**src/rtl/uart_txn_pkg.sv**
```systemverilog
// Shared types and width helpers for the UART transaction sequencer.
package uart_txn_pkg;

  typedef enum logic [1:0] {
    IDLE = 2'd0,
    SEND = 2'd1,
    RECV = 2'd2,
    DONE = 2'd3
  } state_e;

  typedef enum logic [1:0] {
    ST_OK        = 2'b00,
    ST_TIMEOUT   = 2'b01,
    ST_FRAME_ERR = 2'b10
  } status_e;

  // Width of a byte-length field able to hold 0..max_len.
  function automatic int len_w_f(input int max_len);
    return $clog2(max_len + 1);
  endfunction

  // Width of the inter-byte timeout counter.
  function automatic int to_w_f(input int timeout_cycles);
    return $clog2(timeout_cycles + 1);
  endfunction

endpackage

```
**src/rtl/uart_txn_timeout.sv**
```systemverilog
// Inter-byte timeout: down counter reloaded to TIMEOUT_CYCLES_P-1, counting
// only while enabled; expired_o is high while enabled and the count is zero.
module uart_txn_timeout
  import uart_txn_pkg::*;
#(
  parameter int TIMEOUT_CYCLES_P = 65535,
  localparam int TO_W = to_w_f(TIMEOUT_CYCLES_P)
) (
  input  logic clk,
  input  logic rst,
  input  logic load_i,
  input  logic en_i,
  output logic expired_o
);

  localparam logic [TO_W-1:0] LOAD_VAL = TO_W'(TIMEOUT_CYCLES_P - 1);

  logic [TO_W-1:0] cnt_q;

  // Reload on request, otherwise count down to zero and hold there.
  always_ff @(posedge clk) begin
    if (rst || load_i) begin
      cnt_q <= LOAD_VAL;
    end else if (en_i && (cnt_q != '0)) begin
      cnt_q <= cnt_q - 1'b1;
    end
  end

  assign expired_o = en_i && (cnt_q == '0);

endmodule

```
**src/rtl/uart_txn_sequencer.sv**
```systemverilog
// Command/response transaction engine in front of an AXI-stream UART.
// Handshakes: every valid/ready pair transfers exactly on a clock edge where
// both are high; a producer holds valid and data stable until that edge.
module uart_txn_sequencer
  import uart_txn_pkg::*;
#(
  parameter int DATA_WIDTH_P     = 8,
  parameter int MAX_LEN_P        = 8,
  parameter int TIMEOUT_CYCLES_P = 65535,
  localparam int LEN_W = len_w_f(MAX_LEN_P),
  localparam int PKT_W = MAX_LEN_P * DATA_WIDTH_P
) (
  input  logic                    clk,
  input  logic                    rst,
  input  logic                    cmd_valid_i,
  output logic                    cmd_ready_o,
  input  logic [PKT_W-1:0]        cmd_data_i,
  input  logic [LEN_W-1:0]        cmd_len_i,
  input  logic [LEN_W-1:0]        rsp_len_i,
  output logic [DATA_WIDTH_P-1:0] tx_tdata_o,
  output logic                    tx_tvalid_o,
  input  logic                    tx_tready_i,
  input  logic [DATA_WIDTH_P-1:0] rx_tdata_i,
  input  logic                    rx_tvalid_i,
  output logic                    rx_tready_o,
  input  logic                    rx_frame_error_i,
  output logic                    rsp_valid_o,
  input  logic                    rsp_ready_i,
  output logic [PKT_W-1:0]        rsp_data_o,
  output logic [LEN_W-1:0]        rsp_count_o,
  output logic [1:0]              status_o,
  output logic [7:0]              drop_count_o,
  output logic                    busy_o
);

  localparam logic [LEN_W-1:0] MAX_LEN = LEN_W'(MAX_LEN_P);

  state_e           state_q;
  logic [PKT_W-1:0] cmd_buf_q;
  logic [PKT_W-1:0] cmd_next;
  logic [LEN_W-1:0] tx_left_q;
  logic [LEN_W-1:0] rsp_len_q;
  logic [LEN_W-1:0] cmd_len_c;
  logic [LEN_W-1:0] rsp_len_c;
  logic             rx_acc;
  logic             rx_drop;
  logic             to_expired;

  function automatic logic [LEN_W-1:0] clamp_len(input logic [LEN_W-1:0] len);
    return (len > MAX_LEN) ? MAX_LEN : len;
  endfunction

  assign cmd_len_c = clamp_len(cmd_len_i);
  assign rsp_len_c = clamp_len(rsp_len_i);
  // Remaining bytes shift down so the next byte to send is always at bit 0.
  assign cmd_next  = cmd_buf_q >> DATA_WIDTH_P;
  assign rx_acc    = rx_tvalid_i && rx_tready_o && (state_q == RECV);
  assign rx_drop   = rx_tvalid_i && rx_tready_o && ((state_q == IDLE) || (state_q == SEND));

  // Held at full count outside RECV, so entry into RECV starts a fresh window.
  uart_txn_timeout #(
    .TIMEOUT_CYCLES_P(TIMEOUT_CYCLES_P)
  ) u_timeout (
    .clk      (clk),
    .rst      (rst),
    .load_i   ((state_q != RECV) || rx_acc),
    .en_i     (state_q == RECV),
    .expired_o(to_expired)
  );

  // Main sequencer FSM with all outputs registered.
  always_ff @(posedge clk) begin
    if (rst) begin
      state_q      <= IDLE;
      cmd_buf_q    <= '0;
      tx_left_q    <= '0;
      rsp_len_q    <= '0;
      tx_tvalid_o  <= 1'b0;
      tx_tdata_o   <= '0;
      rsp_valid_o  <= 1'b0;
      rsp_data_o   <= '0;
      rsp_count_o  <= '0;
      status_o     <= ST_OK;
      drop_count_o <= '0;
      cmd_ready_o  <= 1'b1;
      busy_o       <= 1'b0;
      rx_tready_o  <= 1'b1;
    end else begin
      if (rx_drop && (drop_count_o != 8'hFF)) begin
        drop_count_o <= drop_count_o + 8'd1;
      end
      unique case (state_q)
        IDLE: begin
          if (cmd_valid_i) begin
            cmd_buf_q   <= cmd_data_i;
            tx_left_q   <= cmd_len_c;
            rsp_len_q   <= rsp_len_c;
            rsp_data_o  <= '0;
            rsp_count_o <= '0;
            status_o    <= ST_OK;
            cmd_ready_o <= 1'b0;
            busy_o      <= 1'b1;
            if (cmd_len_c != '0) begin
              state_q     <= SEND;
              tx_tvalid_o <= 1'b1;
              tx_tdata_o  <= cmd_data_i[DATA_WIDTH_P-1:0];
            end else if (rsp_len_c != '0) begin
              state_q <= RECV;
            end else begin
              state_q     <= DONE;
              rsp_valid_o <= 1'b1;
              rx_tready_o <= 1'b0;
            end
          end
        end
        SEND: begin
          if (tx_tready_i) begin
            if (tx_left_q == LEN_W'(1)) begin
              tx_tvalid_o <= 1'b0;
              tx_tdata_o  <= '0;
              if (rsp_len_q != '0) begin
                state_q <= RECV;
              end else begin
                state_q     <= DONE;
                rsp_valid_o <= 1'b1;
                rx_tready_o <= 1'b0;
              end
            end else begin
              tx_left_q  <= tx_left_q - 1'b1;
              cmd_buf_q  <= cmd_next;
              tx_tdata_o <= cmd_next[DATA_WIDTH_P-1:0];
            end
          end
        end
        RECV: begin
          if (rx_acc) begin
            for (int k = 0; k < MAX_LEN_P; k++) begin
              if (rsp_count_o == LEN_W'(k)) begin
                rsp_data_o[k*DATA_WIDTH_P +: DATA_WIDTH_P] <= rx_tdata_i;
              end
            end
            rsp_count_o <= rsp_count_o + 1'b1;
          end
          if (rx_frame_error_i) begin
            state_q     <= DONE;
            status_o    <= ST_FRAME_ERR;
            rsp_valid_o <= 1'b1;
            rx_tready_o <= 1'b0;
          end else if (rx_acc && (LEN_W'(rsp_count_o + 1'b1) == rsp_len_q)) begin
            state_q     <= DONE;
            status_o    <= ST_OK;
            rsp_valid_o <= 1'b1;
            rx_tready_o <= 1'b0;
          end else if (!rx_acc && to_expired) begin
            state_q     <= DONE;
            status_o    <= ST_TIMEOUT;
            rsp_valid_o <= 1'b1;
            rx_tready_o <= 1'b0;
          end
        end
        DONE: begin
          if (rsp_ready_i) begin
            state_q     <= IDLE;
            rsp_valid_o <= 1'b0;
            cmd_ready_o <= 1'b1;
            busy_o      <= 1'b0;
            rx_tready_o <= 1'b1;
          end
        end
        default: state_q <= IDLE;
      endcase
    end
  end

endmodule

```
**config.mk**
```make
export PLATFORM = sky130hd
export DESIGN_NAME = uart_txn_sequencer
export DESIGN_NICKNAME = d
export VERILOG_FILES = /design/src/rtl/uart_txn_pkg.sv /design/src/rtl/uart_txn_timeout.sv /design/src/rtl/uart_txn_sequencer.sv
export SDC_FILE = /design/constraint.sdc
export NUM_CORES = 1
export LEC_CHECK = 0
export BUFFER_PORTS_ARGS = -buffer_cell sky130_fd_sc_hd__buf_2
export CORE_MARGIN = 1.5
export CORE_UTILIZATION = 50
export DETAILED_ROUTE_END_ITERATION = 8
export GPL_TIMING_DRIVEN = 0
export PLACE_DENSITY_LB_ADDON = 0.2
export RECOVER_POWER = 50
export SLEW_MARGIN = 5
export SYNTH_ARGS = -nofsm -noshare
export SYNTH_HDL_FRONTEND = slang
export SYNTH_HIERARCHICAL = 1
export SYNTH_SLANG_ARGS = --single-unit
export TNS_END_PERCENT = 30
```
**constraint.sdc**
```tcl
create_clock -name clk -period 5.7 [get_ports clk]
set_input_delay 0.57 -clock clk [delete_from_list [all_inputs] [get_ports clk]]
set_output_delay 0.57 -clock clk [all_outputs]
set_load 0.02 [all_outputs]
```
==> impl_results.md <==
* Status: finished, final reports clean
* Setup TNS at 0 ns
* Fin crit share at 0.497
* Final hold vios at 0
* Non-Filler Instances at 1208
* Synth Flop Type: dfxtp_1
* Antenna violations before repair at 0
* DR WL met3 at 1270 um
* Clock sink count at 173
* Seq/Total Area, Yosys at 0.447
* Relative max-transition margin at 0.408
* Row cnt at 45
* GP Congestion at 0.842
* Global-route wire length before repair at 30700 um
* Worst slew pin tran at 0.888 ns
* Total of max-cap violations at 0
* CTS tree: built
* Synthesis Warnings at 6
* Wire length per cell at 15.8 um
* Asr flop ratio synth at 0
* Htree depth at 4
* Core area at 15100 um2
* Largest family of logic cells by synthesized area: simple AND/OR/NAND/NOR gates
* Worst skew pair latency at 0.44 ns
* Initial Util at 0.512
* Largest area contributor in the netlist: dfxtp_1
* Setup violators final at 0
* Max incr delay on CP at 0.70 ns
* Setup Skew at 0.0127 ns
* Final instance area at 9270 um2
* N_diodes at 0
* Min-Delay Startpoint: cmd_data_i[58]
* Ports at 178
* Gr usage total at 0.238
* First-pass iteration count of the detailed router at 5
* Routed Antenna Nets at 0
* Post_cts resized at 0
* Number of setup buffers added after CTS at 0
* Die height at 128 um
* Die Width at 128 um
* Worst IR Drop VDD at 0.294 mV
* Sw frac at 0.386
* Port bufs at 176
* Clock transition at path regs at 0.07 ns
* Post-synth EDFFs at 0
* Ranking of synthesized cells by area: dfxtp_1 (45%), mux2i_1 (15%), nor2_1 (8.0%)
* Routed metal-1 wirelength at 8850 um
* Post-synthesis xor/xnor area fraction at 0.0176
* DR DRC count at 0
* CP top delay family: buffers and inverters
* Placed cells at 1176
* Root Driver: clkbuf_16
* Placed wire-length estimate at 14100 um
* Critical path startpoint: state_q[0]$_SDFFE_PP0P_
* Post-layout util at 0.612
* Largest fanout on the critical path at 10
* Share of cells above drive strength 1 at 0.152
* Power Density at 470 nW/um2
* Commonest cells in the netlist: dfxtp_1 (173), nor2_1 (166), mux2i_1 (118)
* Unrepaired setup endpoints after global routing: no
* Worst Hold Class: in -> reg
* Req. time, crit path at 6.01 ns
* Part of the power in registers at 0.370
* Grt ovf at 0
* Top Metal Used: met4
* Worst path cell trace: inv_1 > ha_1 > clkbuf_1 > a21o_1 > clkbuf_1 > a21oi_4 > mux2i_1 > nor2_1
* Num CTS Buffers at 17
* Tot Pwr at 0.00436 W
* Mux contribution to synthesized area at 0.154
* CP Launch Type: flop
* Pins Over Slew Limit at 0
* Hold_buf cts at 0
* Synth Area in Adders at 0.0194
* P_int at 0.00268 W
* Syn nets at 911
* Layout fillers at 1381
* Dpl cell area at 8870 um2
* Synth Register Bits at 173
* Slowest CP cell: clkbuf_1
* Syn_area_per_cell at 9.55 um2
* Iter 0 DRT Violations at 303
* Largest net degree at the start of global routing at 19
* WS Path Type: reg -> reg
* Clock power share at 0.262
* Vias per cell at 5.33
* Most frequent CP cell: clkbuf_1
* Min Tclk post-route at 2.84 ns
* Total Wirelength at 19000 um
* Psw at 0.00168 W
* Synth Area in Simple Gates at 0.166
* Layout Nets at 1106
* RR Startpoint: state_q[0]$_SDFFE_PP0P_
* Vias in the first global route at 6266
* Area delta synth->final at 19.6%
* Post-Synthesis Cells at 812
* Top cell type's share of synthesized area at 0.447
* Most common cell in the synthesized netlist: dfxtp_1
* Worst EP arrival at 3.15 ns
* CP endpoint kind: flop
* Crit path buf inv count at 3
* Fmax at 0.353 GHz
* Leak pwr at 3.61 nW
* Die area at 16300 um2
* Post-synthesis cell area at 7750 um2
* Synth Area in Compound Gates at 0.156
* Via count at 6438
* Yosys cell types at 69
* Clock Path Buffers at 2
* Met2 wire length at 8560 um
* Comb power frac at 0.368
## through the flow
| step | hold WS (ns) | setup WS, ns |
|---|---|---|
| 6_report | 0.387 | 2.86 |
| 5_1_grt | 0.401 | 2.64 |
| 4_1_cts | 0.371 | 3.10 |
| 3_5_place_dp | 0.476 | 3.12 |
| 3_3_place_gp | 0.468 | 3.11 |
| 2_1_floorplan | 0.455 | 3.41 |
## final timing paths
| kind | cells after the start | end | slack (ns) |
|---|---|---|---|
| worst max-delay path | 8 | rsp_data_o[55]$_SDFFE_PP0P_ | 2.86 |
| worst min-delay path | 3 | cmd_buf_q[58]$_SDFFE_PP0P_ | 0.39 |
| worst max register to register | 8 | rsp_data_o[55]$_SDFFE_PP0P_ | 2.86 |
| worst min register to register | 1 | u_timeout/cnt_q[14]$_SDFFE_PP1P_ | 0.48 |
## placed cells by master, fill, tap and decap left out, types with 3 or more instances in the layout
cell type,synthesis,layout
a21oi_1,23,24
clkbuf_1,34,132
nand4_1,3,3
nand3b_1,4,4
nand3_1,13,13
and3_1,4,4
a311oi_1,3,3
or4_1,9,9
xnor2_1,6,6
nor2_1,166,166
clkbuf_16,0,17
or3_1,4,5
a21oi_4,9,8
a21o_1,2,3
a31oi_1,5,5
inv_6,0,6
mux2i_1,118,118
o41ai_1,2,3
buf_2,13,94
nand2b_1,4,4
nor3b_1,4,4
buf_4,5,4
a211oi_1,57,57
and2_1,9,9
nor3_1,5,5
inv_1,15,15
inv_8,0,4
o21ai_0,10,10
a22oi_1,19,19
nor4_1,4,4
dfxtp_1,173,173
ha_1,12,12
xor2_1,5,5
nor2b_1,4,5
nand2_1,24,24
## power groups by stage
stage	clock network, W	logic, W	registers (W)
3_3_place_gp	0	0.00166	0.00163
4_1_cts	0.00116	0.00168	0.00161
6_report	0.00114	0.00161	0.00161
3_5_place_dp	0	0.00167	0.00164
2_1_floorplan	0	0.00118	0.00172
5_1_grt	0.00121	0.00177	0.00165
## flip-flops by register name, summed over array words and instances, names as in the netlist
| name | count |
|---|---|
| busy_o | 1 |
| cmd_buf_q | 56 |
| cmd_ready_o | 1 |
| drop_count_o | 8 |
| rsp_count_o | 4 |
| rsp_data_o | 64 |
| rsp_len_q | 4 |
| rsp_valid_o | 1 |
| rx_tready_o | 1 |
| state_q | 2 |
| status_o | 2 |
| tx_left_q | 4 |
| tx_tdata_o | 8 |
| tx_tvalid_o | 1 |
| u_timeout/cnt_q | 16 |
## kinds of logic (layout without fill, tap and decap cells)
family	count (synthesis)	after routing
AOI/OAI and AO/OA	153	153
xor gates and xnor gates	13	13
adders and majority gates	12	12
buffers and inverters	70	278
DFF	173	173
muxes	119	119
and+or+nand+nor	272	272
## worst min-delay path, stage by stage
cell,delay (ns)
buf_2,0.08
a22oi_1,0.07
nor2_1,0.08
## area by class of cell
type / instances / area, um2 / area share
flip-flops and latches: 173 / 3460 / 0.373
clock buffers: 18 / 439 / 0.0474
well taps: 188 / 235 / 0.0254
plain buffers: 54 / 230 / 0.0248
clock inverters: 14 / 143 / 0.0154
multi-input cells: 569 / 3940 / 0.425
inverters: 16 / 60.1 / 0.00648
repair buffers: 176 / 766 / 0.0826
## metal layers
metal  track usage  vias to the layer above
met1         0.304                     2962
met4        0.0809                        0
met2         0.381                      161
li1              -                     3287
met5             0                        -
met3        0.0741                       28
Power figures use the tool's default switching activity.
